`src/rtl/write_back_unit_if.sv`:
```
// ---------------------------------------------------------------------------
// write_back_unit_if : MEM-stage result handshake plus register-file write port
// Rev 1.0 - initial release
// ---------------------------------------------------------------------------
`default_nettype none

interface write_back_unit_if;
   logic        memValid;
   logic        memReady;
   logic        regWriteIn;
   logic        memToReg;
   logic [4:0]  destReg;
   logic [31:0] aluResult;
   logic [31:0] memReadData;
   logic        rfBusy;
   logic        regWrite;
   logic [4:0]  writeRegister;
   logic [31:0] writeData;

   modport master (
      output memValid, regWriteIn, memToReg, destReg, aluResult, memReadData, rfBusy,
      input  memReady, regWrite, writeRegister, writeData
   );

   modport slave (
      input  memValid, regWriteIn, memToReg, destReg, aluResult, memReadData, rfBusy,
      output memReady, regWrite, writeRegister, writeData
   );
endinterface

`default_nettype wire

```
`src/rtl/write_back_unit.sv`:
```
// ---------------------------------------------------------------------------
// write_back_unit : LEGv8 writeback stage, result FIFO feeding the RF write port
// Optional feature macro: WB_FORWARD_EN (combinational forwarding lookup)
// Rev 1.0 - initial release
// ---------------------------------------------------------------------------
`default_nettype none

module write_back_unit #(
   parameter int DEPTH = 2
) (
   input  wire logic         clock,
   input  wire logic         resetN,
   write_back_unit_if.slave  bus,
`ifdef WB_FORWARD_EN
   input  wire logic [4:0]   lookupReg1,
   input  wire logic [4:0]   lookupReg2,
   output logic              fwdHit1,
   output logic              fwdHit2,
   output logic [31:0]       fwdData1,
   output logic [31:0]       fwdData2,
`endif
   output logic [15:0]       retireCount
);

   localparam int PW = $clog2(DEPTH);
   localparam int CW = $clog2(DEPTH + 1);

   logic [4:0]    ent_reg_q  [DEPTH];
   logic [31:0]   ent_data_q [DEPTH];

   logic [PW-1:0] head_q, head_d;
   logic [PW-1:0] tail_q, tail_d;
   logic [CW-1:0] count_q, count_d;
   logic          regWrite_q, regWrite_d;
   logic [4:0]    wreg_q, wreg_d;
   logic [31:0]   wdata_q, wdata_d;
   logic [15:0]   retire_q, retire_d;

   logic          accept;
   logic          push;
   logic          pop;

   assign bus.memReady      = (count_q != CW'(DEPTH));
   assign accept            = bus.memValid && bus.memReady;
   // XZR targets and non-writing instructions are consumed without buffering.
   assign push              = accept && bus.regWriteIn && (bus.destReg != 5'd31);
   assign pop               = !bus.rfBusy && (count_q != '0);

   assign bus.regWrite      = regWrite_q;
   assign bus.writeRegister = wreg_q;
   assign bus.writeData     = wdata_q;
   assign retireCount       = retire_q;

   always_comb begin
      head_d     = head_q;
      tail_d     = tail_q;
      count_d    = count_q;
      regWrite_d = 1'b0;
      wreg_d     = wreg_q;
      wdata_d    = wdata_q;
      retire_d   = retire_q;
      if (push) begin
         tail_d = tail_q + PW'(1);
      end
      if (pop) begin
         head_d     = head_q + PW'(1);
         regWrite_d = 1'b1;
         wreg_d     = ent_reg_q[head_q];
         wdata_d    = ent_data_q[head_q];
         retire_d   = retire_q + 16'd1;
      end
      case ({push, pop})
         2'b10:   count_d = count_q + CW'(1);
         2'b01:   count_d = count_q - CW'(1);
         default: count_d = count_q;
      endcase
   end

   always_ff @(posedge clock) begin
      if (push) begin
         ent_reg_q[tail_q]  <= bus.destReg;
         ent_data_q[tail_q] <= bus.memToReg ? bus.memReadData : bus.aluResult;
      end
   end

   always_ff @(posedge clock) begin
      if (!resetN) begin
         head_q     <= '0;
         tail_q     <= '0;
         count_q    <= '0;
         regWrite_q <= 1'b0;
         wreg_q     <= '0;
         wdata_q    <= '0;
         retire_q   <= '0;
      end else begin
         head_q     <= head_d;
         tail_q     <= tail_d;
         count_q    <= count_d;
         regWrite_q <= regWrite_d;
         wreg_q     <= wreg_d;
         wdata_q    <= wdata_d;
         retire_q   <= retire_d;
      end
   end

`ifdef WB_FORWARD_EN
   // Walk from head to tail so the youngest matching entry overrides older ones.
   function automatic logic [32:0] fwd_lookup(input logic [4:0] addr);
      logic [32:0]   res;
      logic [PW-1:0] idx;
      res = '0;
      idx = '0;
      for (int i = 0; i < DEPTH; i++) begin
         idx = head_q + PW'(i);
         if ((CW'(i) < count_q) && (addr != 5'd31) && (ent_reg_q[idx] == addr)) begin
            res = {1'b1, ent_data_q[idx]};
         end
      end
      return res;
   endfunction

   always_comb begin
      {fwdHit1, fwdData1} = fwd_lookup(lookupReg1);
      {fwdHit2, fwdData2} = fwd_lookup(lookupReg2);
   end
`endif

endmodule

`default_nettype wire

```
`src/flat_wrapper.sv`:
```
// flat-port wrapper written by rule: the top's interface ports become plain ports
module write_back_unit_flat 
#(
   parameter int DEPTH = 2
)
  (clock, resetN, retireCount, bus_memValid, bus_regWriteIn, bus_memToReg, bus_destReg, bus_aluResult, bus_memReadData, bus_rfBusy, bus_memReady, bus_regWrite, bus_writeRegister, bus_writeData);
  write_back_unit_if bus_i ();
  input  wire logic clock;
  input  wire logic resetN;
  output logic [15:0] retireCount;
  input wire logic [$bits(bus_i.memValid)-1:0] bus_memValid;
  input wire logic [$bits(bus_i.regWriteIn)-1:0] bus_regWriteIn;
  input wire logic [$bits(bus_i.memToReg)-1:0] bus_memToReg;
  input wire logic [$bits(bus_i.destReg)-1:0] bus_destReg;
  input wire logic [$bits(bus_i.aluResult)-1:0] bus_aluResult;
  input wire logic [$bits(bus_i.memReadData)-1:0] bus_memReadData;
  input wire logic [$bits(bus_i.rfBusy)-1:0] bus_rfBusy;
  output wire logic [$bits(bus_i.memReady)-1:0] bus_memReady;
  output wire logic [$bits(bus_i.regWrite)-1:0] bus_regWrite;
  output wire logic [$bits(bus_i.writeRegister)-1:0] bus_writeRegister;
  output wire logic [$bits(bus_i.writeData)-1:0] bus_writeData;
  assign bus_i.memValid = bus_memValid;
  assign bus_i.regWriteIn = bus_regWriteIn;
  assign bus_i.memToReg = bus_memToReg;
  assign bus_i.destReg = bus_destReg;
  assign bus_i.aluResult = bus_aluResult;
  assign bus_i.memReadData = bus_memReadData;
  assign bus_i.rfBusy = bus_rfBusy;
  assign bus_memReady = bus_i.memReady;
  assign bus_regWrite = bus_i.regWrite;
  assign bus_writeRegister = bus_i.writeRegister;
  assign bus_writeData = bus_i.writeData;
  write_back_unit #(.DEPTH(DEPTH)) u_core (.clock(clock), .resetN(resetN), .bus(bus_i), .retireCount(retireCount));
endmodule
```
`config.mk`:
```
export PLATFORM = sky130hd
export DESIGN_NAME = write_back_unit_flat
export DESIGN_NICKNAME = d
export VERILOG_FILES = /design/src/rtl/write_back_unit_if.sv /design/src/rtl/write_back_unit.sv /design/src/flat_wrapper.sv
export SDC_FILE = /design/constraint.sdc
export NUM_CORES = 1
export LEC_CHECK = 0
export BUFFER_PORTS_ARGS = -buffer_cell sky130_fd_sc_hd__buf_2
export CELL_PAD_IN_SITES_DETAIL_PLACEMENT = 0
export CELL_PAD_IN_SITES_GLOBAL_PLACEMENT = 1
export CORE_MARGIN = 2
export CORE_UTILIZATION = 45
export DETAILED_ROUTE_END_ITERATION = 7
export HOLD_SLACK_MARGIN = 0.12
export PLACE_DENSITY = 0.87
export RECOVER_POWER = 25
export SLEW_MARGIN = 20
export SYNTH_ARGS = -nofsm -noshare
export SYNTH_HDL_FRONTEND = slang
export SYNTH_SLANG_ARGS = --single-unit
```
`constraint.sdc`:
```
create_clock -name clock -period 7.6 [get_ports clock]
set_input_delay 1.14 -clock clock [delete_from_list [all_inputs] [get_ports clock]]
set_output_delay 1.14 -clock clock [all_outputs]
set_load 0.02 [all_outputs]
```
# Word level (Yosys, flattened, before mapping)
# Memory sizes are Yosys's and may differ from the RTL's. A register that Yosys moved wholly into a read port is not among the register bits.
# Index checks and enable logic that the tools add are counted.
# op_classes
n_addsub	5
eq_ne	4
muxes	5
reduce_logical	9
# op_table
op	n
32-bit 2-to-1 mux	1
16-bit by 1-bit adder with 16-bit output (second input constant)	1
5-bit inequality test (second input constant)	1
1-bit logical AND	4
2-bit one-hot mux with 2 select lines	1
2-bit nonzero test	2
1-bit logical NOT	3
1-bit 2-to-1 mux	3
1-bit adder (second input constant)	2
2-bit by 1-bit adder with 2-bit output (second input constant)	1
2-bit by 1-bit == test with 1-bit output (second input constant)	1
2-bit == test (second input constant)	1
2-bit inequality test (second input constant)	1
2-bit by 1-bit subtractor with 2-bit output (second input constant)	1
# word_totals
regBits	21
ramBits	74
inputBits	75
output_inout_bits	55
word_cells	30
mem_count	2
# memory_table
memory	words	width	read_ports	rd_clocked_by_memory_dff	write_ports	line	text
u_core.ent_data_q	2	32	1	1	1	write_back_unit.sv:29	logic [31:0] ent_data_q [DEPTH];
u_core.ent_reg_q	2	5	1	1	1	write_back_unit.sv:28	logic [4:0] ent_reg_q [DEPTH];

# Longest topological paths before layout
# Gate-level depths: netlist of the first run.
# depth
ltp_word	6
ltp_mapped	8
depth_no_buf	6

# Worst setup path before layout of the first run
# OpenSTA, ideal clock, no wires.
# synth_timing
path_type	input to register
from	input bus_destReg[3]
to	memory u_core.ent_data_q[0][0] (enable)
t_arrival_ns	3.021
path_slack_ns	4.148
path_stages	3
path_cell_list	nand4_1 > o2111ai_1 > nor2_1
# synth_via
elab_chain_cells	4
# synth_lines
element	line	text
start: declaration	flat_wrapper.sv:14	input wire logic [$bits(bus_i.destReg)-1:0] bus_destReg;
5-bit inequality test	write_back_unit.sv:46	assign push = accept && bus.regWriteIn && (bus.destReg != 5'd31);
1-bit logical AND	write_back_unit.sv:46	
1-bit 2-to-1 mux	write_back_unit.sv:80	if (push) begin
1-bit 2-to-1 mux	write_back_unit.sv:82	ent_data_q[tail_q] <= bus.memToReg ? bus.memReadData : bus.aluResult;
end: declaration	write_back_unit.sv:29	
# No other way between the ends.

# Worst setup path after layout of the first run
# layout_timing
from	input bus_rfBusy
to	register u_core.retire_q[14] (netlist: u_core.retireCount[14])
# layout_via
elab_chain_cells	2
# layout_lines
element	line	text
start: declaration	flat_wrapper.sv:17	input wire logic [$bits(bus_i.rfBusy)-1:0] bus_rfBusy;
1-bit logical NOT	write_back_unit.sv:47	assign pop = !bus.rfBusy && (count_q != '0);
1-bit logical AND	write_back_unit.sv:47	
end signal: assignment	write_back_unit.sv:102	retire_q <= retire_d;
end: declaration	write_back_unit.sv:37	logic [15:0] retire_q, retire_d;
# No other way between the ends.
# A chain may end at the register's enable or synchronous reset.

==> results.cfg, run 1 <==
[outcome]
outcome = finished with violations
violations = capacitance limit, slew limit

[logic_synthesis]
synth.avg_cell_area_um2 = 13.44
synthMuxAreaShare = 0.1455
synthesis.yosys.warnings = 0
netlist_area_mm2 = 0.005161
yosys.area_share.xor_xnor = 0.02376
synth_top_area_share = 0.4305
synth.lib_cells_used.distinct = 34
yosys.area_share.simple = 0.08000
synthesized_area_fraction_occupied_by_ao_oa_aoi_and_oai_cells = 0.06788
post-synth-top-count-cell = edfxtp_1
synth.net_count = 461
synth_top_family_by_area = multiplexers
synthArstFlopShare = 0
post_synth_most_frequent_cells = edfxtp_1, dfxtp_1, nor2_1
netlist_top_cells_area = edfxtp_1, dfxtp_1, mux2i_1, mux2_1, a211oi_1
synthAdderAreaFrac = 0.004848
yosys.area.top_type = edfxtp_1
yosysSeqAreaShare = 0.6555
synthCells = 384
synthFlopType = edfxtp_1
synth-edff-count = 74
postSynthRegisterBits = 132

[worst_setup_path]
crit_buf_inv = 3
worst-path-max-fanout = 82
worstSetupPathType = in -> reg
endpoint_kind = register
cp_data_required_time_ns = 7.91
worst_path_largest_cell_delay_ns = 0.62
startpoint_type_of_the_worst_setup_path = input pin
critPathTopFamily = buffers and inverters
critical_path.reg2reg.startpoint = u_core.count_q[0]$_SDFFE_PN0P_
setup.worst_path.start = bus_rfBusy
crit_path_cell_trace = buf_2 -> o21bai_1 -> inv_2 -> buf_4 -> nand3_1 -> or4_1 -> a21oi_1
cp_data_arrival_time_ns = 3.07
regToRegSetupSlack_ns = 5.35
critical_path.slowest_cell = buf_4

[sta]
setup_slack_ns = 4.838
skew_ns = 0.01161
timing.max_slew.rel_slack = -0.2232
final_max_slew_viol_count = 89
hold_violations = 0
finalSetupViolCount = 0
period_needed_ns = 2.762
setup-tns-final_ns = 0
finalCritPeriodShare = 0.3634
achievable_frequency_ghz = 0.3621
holdWs_ns = 0.4736
setup_repair_after_global_routing_missed_its_margin = false
worst-slew-pin-transition_ns = 1.833

[clock_network]
setup_repair_bufs_after_cts = 0
ctsHtreeMaxLevel = 4
number_of_buffers_inserted_during_clock_tree_synthesis = 17
clkSinkCount = 132
post_cts_hold_buffer_count = 0
clock_tree.root_cell = clkbuf_16
cts_resized = 0
clk_pin_slew_ns = 0.06
worstSkewPairLatency_ns = 0.40
tritoncts = yes
bufs_on_longest_clock_path = 2

[floorplan]
floorplan.io_pins = 130
dieHeight_um = 111.1
coreArea_mm2 = 0.01132
fp.dieArea_mm2 = 0.01234
num_rows = 39
width_of_the_chip_um = 111.1
start_util = 0.4559

[job]
drv.max_cap_violation_count = 2

[detailed_routing]
vias_per_cell = 5.060
route.detailed.drc = 0
drtIter0Drc = 157
post_drt_wl_per_cell_um = 14.97
firstDrtPassIters = 4
dr_total_vias = 3380
ant_nets = 0
route.final.wire_length_mm = 10.00

[place]
io_buffer_count = 129
dpl.hpwl_mm = 6.415
routabilityCongestion = 0.7744
dp.cells = 634
pre_cts_slack_ns = 4.486

[global_route]
grt_antenna_before_repair = 0
global_route_wire_length_before_repair_mm = 15.89
grt_pass1_vias = 3294
grt_max_degree = 83
globalRouteOverflowTotal = 0
groute.usage.overall = 0.1633

[cells_and_area]
design.final.nets = 589
final_core_utilization = 0.5747
antenna_cells_inserted = 0
stdcell_count = 668
post_route_cells_drive_above_1_share = 0.3029
syn_to_layout_area_delta_pct = 26.06
fillCellCount = 938

[power]
leakagePower_uw = 0.002462
power_density_mw_per_mm2 = 327.4
ir_drop_mv = 0.1963

[worst_hold_path]
worstHoldStart = u_core.retireCount[15]$_SDFFE_PN0P_
hold_path_class = reg -> reg
[layout by cell type, fill, tap and decap left out, types with 3 or more instances in the layout]
cell type and n:
edfxtp_1 74, clkinv_4 3, buf_2 120, clkbuf_16 17
mux2_1 32, nor2_1 51, inv_6 4, clkbuf_1 10
clkinvlp_4 3, nand3_1 9, xor2_1 4, nand2b_1 4
a21oi_1 4, inv_1 4, nor4_1 4, nand2_1 6
nand4_1 4, mux2i_1 39, dfxtp_1 57, xnor2_1 10
clkinv_2 3, a211oi_1 37
[kinds of logic after synthesis]
group,after synthesis
buf+inv,28
simple gates,89
mux,71
xor+xnor,14
flops,132
compound gates,48
fa+ha+maj,2
[through the flow]
step | power (uW) | cell area [um^2]
2_1_floorplan | 1248 | 5161
3_3_place_gp | 1374 | 5912
3_5_place_dp | 1390 | 5912
4_1_cts | 2151 | 6470
5_1_grt | 2233 | 6506
6_report | 2130 | 6506
[flip-flops by register name (all words and copies together) (netlist names)]
name                      count
u_core.bus.regWrite           1
u_core.bus.writeData         32
u_core.bus.writeRegister      5
u_core.count_q                2
u_core.ent_data_q            64
u_core.ent_reg_q             10
u_core.head_q                 1
u_core.retireCount           16
u_core.tail_q                 1
[routing by layer]
| metal | share of wire | track usage | vias up |
|---|---|---|---|
| met5 | 0 | 0 | - |
| met4 | 0.015 | 0.05926 | 0 |
| met3 | 0.049 | 0.04975 | 13 |
| met2 | 0.51 | 0.2838 | 89 |
| met1 | 0.42 | 0.1914 | 1596 |
| li1 | - | - | 1682 |
[worst paths after layout]
kind	end	cells after the start
min	u_core.retireCount[15]$_SDFFE_PN0P_	2
max	u_core.retireCount[14]$_SDFFE_PN0P_	7
max reg2reg	u_core.retireCount[14]$_SDFFE_PN0P_	6
min reg2reg	u_core.retireCount[15]$_SDFFE_PN0P_	2
[area by class of cell]
cell class	instances	area, um^2	share of cell area
timing repair buffer	132	696.9	0.1071
clock buffer	18	429.2	0.06596
clock inverter	14	128.9	0.01981
sequential	132	3387	0.5206
inverter	5	18.77	0.002885
multi-input combinational	224	1667	0.2562
tap	143	178.9	0.02750
[worst reg2reg max path, cell delays in order (launching register included)]
cell	delay, ns
dfxtp_1	0.40
o21bai_1	0.25
inv_2	0.13
buf_4	0.62
nand3_1	0.21
or4_1	0.42
a21oi_1	0.14
[power breakdown]
group,internal [uW],switching [uW]
registers,858,81.1
clock network,453,307
logic,176,255
total,1490,643
Note: power is estimated with default switching activity, not from simulation.
==> inputs of run 2 (changes only) <==
--- a/config.mk
+++ b/config.mk
@@ -9,10 +9,10 @@
 export CELL_PAD_IN_SITES_DETAIL_PLACEMENT = 0
 export CELL_PAD_IN_SITES_GLOBAL_PLACEMENT = 1
 export CORE_MARGIN = 2
-export CORE_UTILIZATION = 45
+export CORE_UTILIZATION = 42
 export DETAILED_ROUTE_END_ITERATION = 7
 export HOLD_SLACK_MARGIN = 0.12
-export PLACE_DENSITY = 0.87
+export PLACE_DENSITY = 0.82
 export RECOVER_POWER = 25
 export SLEW_MARGIN = 20
 export SYNTH_ARGS = -nofsm -noshare
==> constraint.sdc (replaced) <==
create_clock -name clock -period 2.8 [get_ports clock]
set_input_delay 0.42 -clock clock [delete_from_list [all_inputs] [get_ports clock]]
set_output_delay 0.42 -clock clock [all_outputs]
set_load 0.02 [all_outputs]
==> run 2 against run 1 <==
Against the previous run: the run still ends with capacitance limit, slew limit left; flip-flop and latch count did not move; cell count rose by 1.3%; global-route usage fell by 0.32 points; sequential share of layout area fell by 0.098 points; critical path type is now reg -> reg; largest cell class unchanged.
==> results.cfg, run 2 (synthesis gave the netlist of run 1 again) <==
[global_route]
global_route_wire_length_before_repair_mm = 15.81
groute.usage.overall = 0.1601
grt_antenna_before_repair = 0
grt_max_degree = 42
grt_pass1_vias = 3263
globalRouteOverflowTotal = 0

[outcome]
violations = capacitance limit, slew limit
outcome = finished with violations

[cells_and_area]
fillCellCount = 1038
syn_to_layout_area_delta_pct = 26.21
layout_commonest_cell = buf_2
most_frequent_cells_in_the_layout = buf_2, edfxtp_1, dfxtp_1
antenna_cells_inserted = 0
design.final.nets = 594
post_route_cells_drive_above_1_share = 0.3057
final_core_utilization = 0.5423
largest_reg_flops = 64
largest-register = u_core.ent_data_q

[floorplan]
num_rows = 40
width_of_the_chip_um = 114.9
dieHeight_um = 114.9
floorplan.io_pins = 130
coreArea_mm2 = 0.01201
start_util = 0.4297
fp.dieArea_mm2 = 0.01319

[worst_setup_path]
timing.reg2reg.worst_path_depth = 5
r2r-end = u_core.count_q[1]$_SDFFE_PN0P_
worst-path-max-fanout = 19
endpoint_kind = register
critical_path.reg2reg.startpoint = u_core.count_q[0]$_SDFFE_PN0P_
startpoint_type_of_the_worst_setup_path = register
setup.worst_path.start = u_core.count_q[0]$_SDFFE_PN0P_
cp_data_arrival_time_ns = 2.62
worstSetupPathType = reg -> reg
regToRegSetupSlack_ns = 0.53
cp_data_required_time_ns = 3.15

[detailed_routing]
route.detailed.drc = 0
drtIter0Drc = 174
post_drt_wl_per_cell_um = 14.99
firstDrtPassIters = 4
ant_nets = 0
dr_total_vias = 3380
route.final.wire_length_mm = 10.15
vias_per_cell = 4.993

[sta]
period_needed_ns = 2.268
achievable_frequency_ghz = 0.4408
holdWs_ns = 0.2516
hold_violations = 0
finalSetupViolCount = 0
finalCritPeriodShare = 0.8101
skew_ns = 0.008826
setup-tns-final_ns = 0
timing.max_slew.rel_slack = -0.1986
worst-slew-pin-transition_ns = 1.798
setup_repair_after_global_routing_missed_its_margin = false
final_max_slew_viol_count = 33

[place]
routabilityCongestion = 0.7578
io_buffer_count = 129
dpl.hpwl_mm = 7.058

[clock_network]
clk_pin_slew_ns = 0.05
setup_repair_bufs_after_cts = 0
number_of_buffers_inserted_during_clock_tree_synthesis = 17
post_cts_hold_buffer_count = 0
clock_tree.root_cell = clkbuf_16
tritoncts = yes
bufs_on_longest_clock_path = 2
clkSinkCount = 132
ctsHtreeMaxLevel = 4
worstSkewPairLatency_ns = 0.42
cts_resized = 0

[power]
power_density_mw_per_mm2 = 874.2
ir_drop_mv = 0.5222
leakagePower_uw = 0.002474

[worst_hold_path]
worstHoldStart = bus_destReg[3]
min_delay_path_depth = 1
hold_path_class = in -> reg
capture_endpoint_of_the_worst_hold_path = u_core.ent_reg_q[1][3]$_DFFE_PP_

[job]
drv.max_cap_violation_count = 1
==> run 2: cell count changes in the layout (fill, tap and decap cells not counted), sizes merged <==
cell,previous run,this run
buf,123,130
clkbuf,27,34
inv,9,5
clkinv,6,3
bufinv,1,0
clkinvlp,3,2
==> run 2: layout make-up <==
| type | instances | area (um^2) | area share |
|---|---|---|---|
| flip-flops and latches | 132 | 3385 | 0.5196 |
| multi-input cells | 224 | 1673 | 0.2568 |
| repair buffers | 137 | 721.9 | 0.1108 |
| clock buffers | 27 | 503.0 | 0.07722 |
| well taps | 147 | 183.9 | 0.02824 |
| clock inverters | 5 | 28.78 | 0.004418 |
| inverters | 5 | 18.77 | 0.002881 |
==> run 2: power breakdown <==
part	switching, uW	internal (uW)	total (uW)
registers	165	2330	2490
clock network	740	1220	1960
logic	754	491	1240
==> run 2: how the worst max path moves through the flow <==
stage	end	cells after the start	slack (ns)
after floorplan	u_core.ent_data_q[0][0]$_DFFE_PP_	3	-0.13
after global placement	u_core.count_q[1]$_SDFFE_PN0P_	6	0.65
after detailed placement	u_core.count_q[1]$_SDFFE_PN0P_	6	0.56
after CTS	u_core.count_q[1]$_SDFFE_PN0P_	5	0.67
after global routing	u_core.count_q[1]$_SDFFE_PN0P_	5	0.33
final	u_core.count_q[1]$_SDFFE_PN0P_	5	0.53
==> run 2: worst max-delay path, cell delays in order, from the launching register on <==
cell and delay (ns):
dfxtp_1 0.35, o21bai_1 0.62, inv_2 0.32, ha_1 0.41
or3_1 0.35, a21oi_1 0.15
==> run 2: stage by stage <==
step                setup slack (ns)  std cells  cell area (um^2)  power [uW]
CTS                           0.6668        677              6526        5767
global route                  0.3261        677              6514        5990
floorplan                    -0.1310        384              5161        3387
global placement              0.6481        645              5995        3766
detailed placement            0.5606        645              5995        3803
finish                        0.5316        677              6514        5694
==> run 2: per-layer routing <==
metal  track usage  vias to the layer above  part of all wire
met5             0                        -                 0
met3       0.05113                       13             0.046
met4       0.07952                        0             0.020
li1              -                     1690                 -
met1        0.1817                     1600              0.43
met2        0.2725                       77              0.51
